--- config.mk ---
export PLATFORM = sky130hd
export DESIGN_NAME = wave_cfg_ctrl_flat
export DESIGN_NICKNAME = d
export VERILOG_FILES = /design/src/rtl/wave_cfg_pkg.sv /design/src/rtl/wave_cfg_ctrl_if.sv /design/src/rtl/wave_cfg_ctrl_shadow_bank.sv /design/src/rtl/wave_cfg_ctrl.sv /design/src/flat_wrapper.sv
export SDC_FILE = /design/constraint.sdc
export NUM_CORES = 2
export LEC_CHECK = 0
export BUFFER_PORTS_ARGS = -buffer_cell sky130_fd_sc_hd__buf_2
export CORE_MARGIN = 3
export CORE_UTILIZATION = 62
export DETAILED_ROUTE_END_ITERATION = 6
export PLACE_DENSITY = 0.85
export SYNTH_ARGS = -nofsm -noshare
export SYNTH_HDL_FRONTEND = slang
export SYNTH_HIERARCHICAL = 1
export SYNTH_SLANG_ARGS = --single-unit
--- constraint.sdc ---
create_clock -name clk -period 4.4 [get_ports clk]
set_clock_uncertainty 0.05 [all_clocks]
set_input_delay 0.88 -clock clk [delete_from_list [all_inputs] [get_ports clk]]
set_output_delay 0.88 -clock clk [all_outputs]
set_load 0.01 [all_outputs]
--- src/rtl/wave_cfg_pkg.sv ---
// Shared constants, field codes, FSM states and write payload for wave_cfg_ctrl.
// Optional readback port is enabled by defining WAVE_CFG_READBACK_EN.
package wave_cfg_pkg;

  localparam int unsigned NCHAN = 8;
  localparam int unsigned W     = 16;
  localparam int unsigned CHW   = $clog2(NCHAN);
  localparam int unsigned FW    = 2;
  localparam int unsigned BUSW  = NCHAN * W;
  localparam int unsigned RCW   = 4;

  localparam logic [FW-1:0] FLD_AMP = 2'd0;
  localparam logic [FW-1:0] FLD_OFS = 2'd1;
  localparam logic [FW-1:0] FLD_PHW = 2'd2;

  typedef enum logic [2:0] {
    IDLE      = 3'd0,
    WAIT_TICK = 3'd1,
    APPLY     = 3'd2,
    PHASE_RST = 3'd3,
    DONE      = 3'd4
  } state_e;

  typedef struct packed {
    logic [CHW-1:0] chan;
    logic [FW-1:0]  field;
    logic [W-1:0]   data;
  } wr_req_t;

  // Field code 3 is reserved; everything else maps to a shadow word.
  function automatic logic fld_legal(input logic [FW-1:0] f);
    return (f == FLD_AMP) || (f == FLD_OFS) || (f == FLD_PHW);
  endfunction

endpackage

--- src/rtl/wave_cfg_ctrl_if.sv ---
// Host / datapath bundle for wave_cfg_ctrl; readback signals exist only
// when WAVE_CFG_READBACK_EN is defined.
interface wave_cfg_ctrl_if;
  import wave_cfg_pkg::*;

  logic            wr_valid;
  logic            wr_ready;
  logic [CHW-1:0]  wr_chan;
  logic [FW-1:0]   wr_field;
  logic [W-1:0]    wr_data;
  logic            cmd_commit;
  logic            cmd_sync;
  logic            sync_tick;
  logic            busy;
  logic            commit_done;
  logic            err;
  logic [BUSW-1:0] amps;
  logic [BUSW-1:0] offsets;
  logic [BUSW-1:0] phasewords;
  logic            dp_reset;
`ifdef WAVE_CFG_READBACK_EN
  logic [CHW-1:0]  rd_chan;
  logic [FW-1:0]   rd_field;
  logic [W-1:0]    rd_data;
`endif

  modport master (
`ifdef WAVE_CFG_READBACK_EN
    output rd_chan, output rd_field, input rd_data,
`endif
    output wr_valid, output wr_chan, output wr_field, output wr_data,
    output cmd_commit, output cmd_sync, output sync_tick,
    input  wr_ready, input busy, input commit_done, input err,
    input  amps, input offsets, input phasewords, input dp_reset
  );

  modport slave (
`ifdef WAVE_CFG_READBACK_EN
    input rd_chan, input rd_field, output rd_data,
`endif
    input  wr_valid, input wr_chan, input wr_field, input wr_data,
    input  cmd_commit, input cmd_sync, input sync_tick,
    output wr_ready, output busy, output commit_done, output err,
    output amps, output offsets, output phasewords, output dp_reset
  );

endinterface

--- src/rtl/wave_cfg_ctrl_shadow_bank.sv ---
// Shadow register file (amp/offset/phaseword x NCHAN) with one write port and
// flat parallel outputs; registered readback when WAVE_CFG_READBACK_EN is defined.
module cfg_shadow_bank
  import wave_cfg_pkg::*;
(
  input  logic            clk,
  input  logic            reset,
  input  logic            i_wr_en,
  input  wr_req_t         i_wr_req,
`ifdef WAVE_CFG_READBACK_EN
  input  logic [CHW-1:0]  i_rd_chan,
  input  logic [FW-1:0]   i_rd_field,
  output logic [W-1:0]    o_rd_data,
`endif
  output logic [BUSW-1:0] o_amps,
  output logic [BUSW-1:0] o_offsets,
  output logic [BUSW-1:0] o_phws
);

  logic [NCHAN-1:0][W-1:0] r_amp;
  logic [NCHAN-1:0][W-1:0] r_ofs;
  logic [NCHAN-1:0][W-1:0] r_phw;

  always_ff @(posedge clk) begin
    if (reset) begin
      r_amp <= '0;
      r_ofs <= '0;
      r_phw <= '0;
    end else if (i_wr_en) begin
      case (i_wr_req.field)
        FLD_AMP: r_amp[i_wr_req.chan] <= i_wr_req.data;
        FLD_OFS: r_ofs[i_wr_req.chan] <= i_wr_req.data;
        FLD_PHW: r_phw[i_wr_req.chan] <= i_wr_req.data;
        default: ;
      endcase
    end
  end

  assign o_amps    = r_amp;
  assign o_offsets = r_ofs;
  assign o_phws    = r_phw;

`ifdef WAVE_CFG_READBACK_EN
  logic [W-1:0] r_rd_data;

  // Reserved field code reads as zero.
  always_ff @(posedge clk) begin
    if (reset) begin
      r_rd_data <= '0;
    end else begin
      case (i_rd_field)
        FLD_AMP: r_rd_data <= r_amp[i_rd_chan];
        FLD_OFS: r_rd_data <= r_ofs[i_rd_chan];
        FLD_PHW: r_rd_data <= r_phw[i_rd_chan];
        default: r_rd_data <= '0;
      endcase
    end
  end

  assign o_rd_data = r_rd_data;
`endif

endmodule

--- src/rtl/wave_cfg_ctrl.sv ---
// Commit controller: host writes a shadow bank, a commit copies all channels to the
// active buses atomically on a sync tick (or timeout), optionally pulsing dp_reset.
// Optional shadow readback: define WAVE_CFG_READBACK_EN.
module wave_cfg_ctrl
  import wave_cfg_pkg::*;
#(
  parameter int unsigned RST_CYCLES   = 2,
  parameter int unsigned TICK_TIMEOUT = 1024
) (
  input  logic            clk,
  input  logic            reset,
  wave_cfg_ctrl_if.slave  cfg
);

  localparam int unsigned     TOW      = (TICK_TIMEOUT > 1) ? $clog2(TICK_TIMEOUT) : 1;
  localparam logic [TOW-1:0] TO_LAST  = TOW'((TICK_TIMEOUT == 0) ? 32'd0 : TICK_TIMEOUT - 32'd1);
  localparam logic [RCW-1:0] RST_LAST = RCW'(RST_CYCLES - 32'd1);

  state_e          r_state;
  state_e          w_next_state;
  logic [TOW-1:0]  r_to_cnt;
  logic [RCW-1:0]  r_rst_cnt;
  logic            r_sync;

  logic            w_wr_acc;
  logic            w_wr_ill;
  logic            w_commit_drop;
  logic            w_load;
  logic            w_timeout;

  logic            r_wr_ready;
  logic            r_busy;
  logic            r_done;
  logic            r_err;
  logic            r_dp_reset;

  logic [BUSW-1:0] w_sh_amps;
  logic [BUSW-1:0] w_sh_offsets;
  logic [BUSW-1:0] w_sh_phws;
  logic [BUSW-1:0] r_amps;
  logic [BUSW-1:0] r_offsets;
  logic [BUSW-1:0] r_phws;

  wr_req_t         w_req;

  assign w_req     = '{chan: cfg.wr_chan, field: cfg.wr_field, data: cfg.wr_data};
  assign w_timeout = (TICK_TIMEOUT != 0) && (r_to_cnt == TO_LAST);

  cfg_shadow_bank u_shadow (
    .clk        (clk),
    .reset      (reset),
    .i_wr_en    (w_wr_acc),
    .i_wr_req   (w_req),
`ifdef WAVE_CFG_READBACK_EN
    .i_rd_chan  (cfg.rd_chan),
    .i_rd_field (cfg.rd_field),
    .o_rd_data  (cfg.rd_data),
`endif
    .o_amps     (w_sh_amps),
    .o_offsets  (w_sh_offsets),
    .o_phws     (w_sh_phws)
  );

  always_ff @(posedge clk) begin
    if (reset) begin
      r_state <= IDLE;
    end else begin
      r_state <= w_next_state;
    end
  end

  // Next-state and per-cycle strobes; writes are only taken while IDLE.
  always_comb begin
    w_next_state  = r_state;
    w_wr_acc      = 1'b0;
    w_wr_ill      = 1'b0;
    w_commit_drop = 1'b0;
    w_load        = 1'b0;
    case (r_state)
      IDLE: begin
        w_wr_acc = cfg.wr_valid && fld_legal(cfg.wr_field);
        w_wr_ill = cfg.wr_valid && !fld_legal(cfg.wr_field);
        if (cfg.cmd_commit) begin
          w_next_state = WAIT_TICK;
        end
      end
      WAIT_TICK: begin
        w_commit_drop = cfg.cmd_commit;
        if (cfg.sync_tick || w_timeout) begin
          w_next_state = APPLY;
          w_load       = 1'b1;
        end
      end
      APPLY: begin
        w_commit_drop = cfg.cmd_commit;
        w_next_state  = r_sync ? PHASE_RST : DONE;
      end
      PHASE_RST: begin
        w_commit_drop = cfg.cmd_commit;
        if (r_rst_cnt == RST_LAST) begin
          w_next_state = DONE;
        end
      end
      DONE: begin
        w_commit_drop = cfg.cmd_commit;
        w_next_state  = IDLE;
      end
      default: begin
        w_next_state = IDLE;
      end
    endcase
  end

  // Status outputs track the state being entered so they align with it.
  always_ff @(posedge clk) begin
    if (reset) begin
      r_wr_ready <= 1'b1;
      r_busy     <= 1'b0;
      r_done     <= 1'b0;
      r_err      <= 1'b0;
      r_dp_reset <= 1'b0;
    end else begin
      r_wr_ready <= (w_next_state == IDLE);
      r_busy     <= (w_next_state != IDLE);
      r_done     <= (w_next_state == DONE);
      r_err      <= w_wr_ill || w_commit_drop;
      r_dp_reset <= (w_next_state == PHASE_RST);
    end
  end

  // Counters sit at zero outside their state, so they start clean on entry.
  always_ff @(posedge clk) begin
    if (reset) begin
      r_to_cnt  <= '0;
      r_rst_cnt <= '0;
      r_sync    <= 1'b0;
    end else begin
      r_to_cnt  <= (r_state == WAIT_TICK) ? r_to_cnt + 1'b1 : '0;
      r_rst_cnt <= (r_state == PHASE_RST) ? r_rst_cnt + 1'b1 : '0;
      if ((r_state == IDLE) && cfg.cmd_commit) begin
        r_sync <= cfg.cmd_sync;
      end
    end
  end

  // Active buses load together on the edge entering APPLY.
  always_ff @(posedge clk) begin
    if (reset) begin
      r_amps    <= '0;
      r_offsets <= '0;
      r_phws    <= '0;
    end else if (w_load) begin
      r_amps    <= w_sh_amps;
      r_offsets <= w_sh_offsets;
      r_phws    <= w_sh_phws;
    end
  end

  assign cfg.wr_ready    = r_wr_ready;
  assign cfg.busy        = r_busy;
  assign cfg.commit_done = r_done;
  assign cfg.err         = r_err;
  assign cfg.dp_reset    = r_dp_reset;
  assign cfg.amps        = r_amps;
  assign cfg.offsets     = r_offsets;
  assign cfg.phasewords  = r_phws;

endmodule

--- src/flat_wrapper.sv ---
// flat-port wrapper written by rule: the top's interface ports become plain ports
module wave_cfg_ctrl_flat import wave_cfg_pkg::*;
#(
  parameter int unsigned RST_CYCLES   = 2,
  parameter int unsigned TICK_TIMEOUT = 1024
)
  (clk, reset, cfg_wr_valid, cfg_wr_chan, cfg_wr_field, cfg_wr_data, cfg_cmd_commit, cfg_cmd_sync, cfg_sync_tick, cfg_wr_ready, cfg_busy, cfg_commit_done, cfg_err, cfg_amps, cfg_offsets, cfg_phasewords, cfg_dp_reset);
  wave_cfg_ctrl_if cfg_i ();
  input  logic clk;
  input  logic reset;
  input wire logic [$bits(cfg_i.wr_valid)-1:0] cfg_wr_valid;
  input wire logic [$bits(cfg_i.wr_chan)-1:0] cfg_wr_chan;
  input wire logic [$bits(cfg_i.wr_field)-1:0] cfg_wr_field;
  input wire logic [$bits(cfg_i.wr_data)-1:0] cfg_wr_data;
  input wire logic [$bits(cfg_i.cmd_commit)-1:0] cfg_cmd_commit;
  input wire logic [$bits(cfg_i.cmd_sync)-1:0] cfg_cmd_sync;
  input wire logic [$bits(cfg_i.sync_tick)-1:0] cfg_sync_tick;
  output wire logic [$bits(cfg_i.wr_ready)-1:0] cfg_wr_ready;
  output wire logic [$bits(cfg_i.busy)-1:0] cfg_busy;
  output wire logic [$bits(cfg_i.commit_done)-1:0] cfg_commit_done;
  output wire logic [$bits(cfg_i.err)-1:0] cfg_err;
  output wire logic [$bits(cfg_i.amps)-1:0] cfg_amps;
  output wire logic [$bits(cfg_i.offsets)-1:0] cfg_offsets;
  output wire logic [$bits(cfg_i.phasewords)-1:0] cfg_phasewords;
  output wire logic [$bits(cfg_i.dp_reset)-1:0] cfg_dp_reset;
  assign cfg_i.wr_valid = cfg_wr_valid;
  assign cfg_i.wr_chan = cfg_wr_chan;
  assign cfg_i.wr_field = cfg_wr_field;
  assign cfg_i.wr_data = cfg_wr_data;
  assign cfg_i.cmd_commit = cfg_cmd_commit;
  assign cfg_i.cmd_sync = cfg_cmd_sync;
  assign cfg_i.sync_tick = cfg_sync_tick;
  assign cfg_wr_ready = cfg_i.wr_ready;
  assign cfg_busy = cfg_i.busy;
  assign cfg_commit_done = cfg_i.commit_done;
  assign cfg_err = cfg_i.err;
  assign cfg_amps = cfg_i.amps;
  assign cfg_offsets = cfg_i.offsets;
  assign cfg_phasewords = cfg_i.phasewords;
  assign cfg_dp_reset = cfg_i.dp_reset;
  wave_cfg_ctrl #(.RST_CYCLES(RST_CYCLES), .TICK_TIMEOUT(TICK_TIMEOUT)) u_core (.clk(clk), .reset(reset), .cfg(cfg_i));
endmodule
==> flow_summary.yaml <==
route:
  drcViolationCount: 0
  wl_per_cell_um: 19.9
  drt.antenna.violating_nets: 0
  wl_mm: 81.4
  vias: 22000
  avgViaCountPerCell: 5.37
  drtPass1Iterations: 4
  drt-initial-drc-count: 1291
clock_network:
  cts_num_sinks: 791
  cts_max_path_buffers: 3
  post_cts_resized: 0
  cts_tree: "done"
  hold_buffers: 0
  cts_buffers: 78
  clock_latency_ps: 610
  clk_pin_slew_worst_paths_ps: 60
  htreeDepth: 3
  cts-root-buf: "clkbuf_16"
  postCtsSetupBuffers: 0
sta:
  finalWorstSetupSlack_ps: 1510
  setup-tns-final_ps: 0
  maxSlewViolCount: 0
  whs_ps: 394
  finalCritPeriodShare_pct: 65.6
  worst_slew_pin_slew_ps: 1260
  setup_violations: 0
  relSlewSlack_pct: 15.8
  finalHoldViolCount: 0
  period_needed_ps: 2890
  max_freq_ghz: 0.346
  rsz0062_at_grt: "false"
floorplanning:
  top_level_ports: 416
  core_sq_um: 51900
  die_y_um: 237
  fp-row-count: 83
  die-area_sq_um: 55900
  die_w_um: 237
  start_util_pct: 63.5
placement:
  placed_cell_area_sq_um: 34900
  routabilityCongestion: 0.801
  port_buffers: 415
  dp_hpwl_mm: 50.0
  pre_cts_ws_ps: 1110
synthesis:
  synthesis.nets: 3105
  synthCells: 3075
  yosysSeqAreaShare_pct: 48.1
  syn-cell-area_sq_um: 32900
  yosysWarnings: 6
  synth_edf_count: 0
  synth-seq-cells: 791
  synth_ff_type: "dfxtp_1"
  avgSynthCellArea_sq_um: 10.7
  synthDistinctLibCells: 42
  async_reset_ff_share_pct: 0
finish:
  syn2layout_area_growth_pct: 13.5
  layout-drive-gt1-share_pct: 17.7
  fillers: 3703
  seqCellArea_sq_um: 15800
  final_cell_area_sq_um: 37400
  finalNetCount: 3389
  multi_input_area_sq_um: 15800
  final_core_util_pct: 72.0
critical_path:
  required_ps: 4860
  cp_slowest_cell: "and2_0"
  crit_path_start_kind: "flip-flop"
  path_class: "reg2reg"
  ff2ff_setup_slack_ps: 1510
  critPathCaptureType: "flip-flop"
  cp.arrival_ps: 3340
  worstPathMaxFanout: 12
  crit_chain: "or2_2, nor2_1, nor4b_4, and2_0, mux2i_1"
  slowest_delay_ps: 830
global_route:
  grt_overflow_total: 0
  grt_pass1_vias: 22000
  grt_usage_pct: 28.0
  antenna_found_initial: 2
  grt_pass1_wl_mm: 124
  grt_max_degree: 272
power:
  vdd_ir_drop_max_uv: 290
  p_leak_nw: 18.8
  powerDensity_nw_per_um2: 388
run_status:
  status: "finished clean"
worst_hold_path:
  hold_path.class: "reg2reg"
run:
  maxCapViolCount: 0
[Yosys cell counts, types with 2 or more instances]
master,n,area (sq um)
and2_0,2,12.5
and3_1,4,25.0
and4b_1,3,30.0
and4bb_2,3,37.5
buf_2,27,135
buf_4,9,67.6
buf_6,56,631
clkbuf_1,144,541
dfxtp_1,791,15800
ha_1,3,37.5
inv_1,3,11.3
mux2i_1,768,7690
nand2_1,11,41.3
nand2_2,19,119
nand2_4,3,33.8
nand2b_1,1171,7330
nand3_1,3,15.0
nand4_1,2,12.5
nor2_1,21,78.8
nor2b_1,2,12.5
xnor2_1,4,35.0
xor2_1,6,52.6
[report_power, final]
part	total (W)	internal, W	switching [W]
logic	0.000733	0.000318	0.000415
clock network	0.00659	0.00383	0.00276
registers	0.00720	0.00719	0.0000161
[area by class of cell]
| class | instances | area share, % |
|---|---|---|
| sequential | 791 | 42.3 |
| multi-input combinational | 2045 | 42.2 |
| timing repair buffer | 440 | 6.42 |
| clock buffer | 115 | 6.08 |
| tap | 680 | 2.27 |
| clock inverter | 25 | 0.669 |
| inverter | 3 | 0.0301 |
| antenna | 2 | 0.0134 |
[placed cells by master (no fill, tap or decap), types with 2 or more instances in the layout]
cell and count:
nor2_1 21, nand2b_1 1155, dfxtp_1 791, nand3_1 3, xor2_1 6, bufinv_16 4, nor2b_1 2, diode_2 2
and3_1 4, clkbuf_8 12, and2_0 2, inv_6 5, inv_1 3, buf_4 15, clkinv_2 15, nand2_2 19
nand2_1 11, xnor2_1 4, nand2_4 3, clkbuf_16 81, clkbuf_1 22, buf_12 10, nand4_1 2, ha_1 3
and4bb_2 3, and4b_1 3, nand2b_2 16, mux2i_1 768, buf_2 414
[routing by layer]
layer	GRT usage (%)	wire, um	up-vias
li1	-	-	10500
met1	36.5	35700	10800
met2	46.6	38900	563
met3	4.64	4180	145
met4	10.7	2660	0
met5	0	0	-
[critical path, delay by kind of cell, from the launching register on]
family / cells / cell delay (ps)
simple gates: 4 / 2080
flops: 1 / 360
mux: 1 / 290
[flip-flops by register name (all words and copies together), names as in the netlist]
name / count
u_core/cfg.busy: 1
u_core/cfg.dp_reset: 1
u_core/r_state: 3
u_core/cfg.err: 1
u_core/u_shadow/o_phws: 128
u_core/cfg.offsets: 128
u_core/r_sync: 1
u_core/u_shadow/o_amps: 128
u_core/cfg.amps: 128
u_core/cfg.phasewords: 128
u_core/cfg.wr_ready: 1
u_core/cfg.commit_done: 1
u_core/u_shadow/o_offsets: 128
u_core/r_rst_cnt: 4
u_core/r_to_cnt: 10
[worst paths after layout]
path                                 startpoint                                      to  cells past startpoint
setup / recovery   u_core/r_state[1]$_SDFF_PP0_  u_core/u_shadow/o_amps[3]$_SDFFE_PP0P_                      5
hold / removal    u_core/r_to_cnt[0]$_SDFF_PP0_           u_core/r_to_cnt[0]$_SDFF_PP0_                      1
setup reg to reg   u_core/r_state[1]$_SDFF_PP0_  u_core/u_shadow/o_amps[3]$_SDFFE_PP0P_                      5
hold reg to reg   u_core/r_to_cnt[0]$_SDFF_PP0_           u_core/r_to_cnt[0]$_SDFF_PP0_                      1
[stage by stage]
step	total power [W]	instances
2_1_floorplan	0.00793	3075
3_3_place_gp	0.00807	3959
3_5_place_dp	0.00809	3959
4_1_cts	0.0146	4099
5_1_grt	0.0149	4101
6_report	0.0145	4101
[kinds of logic (layout without fill, tap and decap cells)]
| family | after synthesis | after routing | synth area share, % |
|---|---|---|---|
| multiplexers | 768 | 768 | 23.3 |
| AND/OR/NAND/NOR | 1255 | 1255 | 23.8 |
| flip-flops | 791 | 791 | 48.1 |
| adder cells (fa/ha/maj) | 3 | 3 | 0.114 |
| AO/OA/AOI/OAI | 9 | 9 | 0.194 |
| other | 0 | 2 | 0 |
| buffers and inverters | 239 | 583 | 4.20 |
| XOR/XNOR | 10 | 10 | 0.266 |
Power figures use the tool's default switching activity.
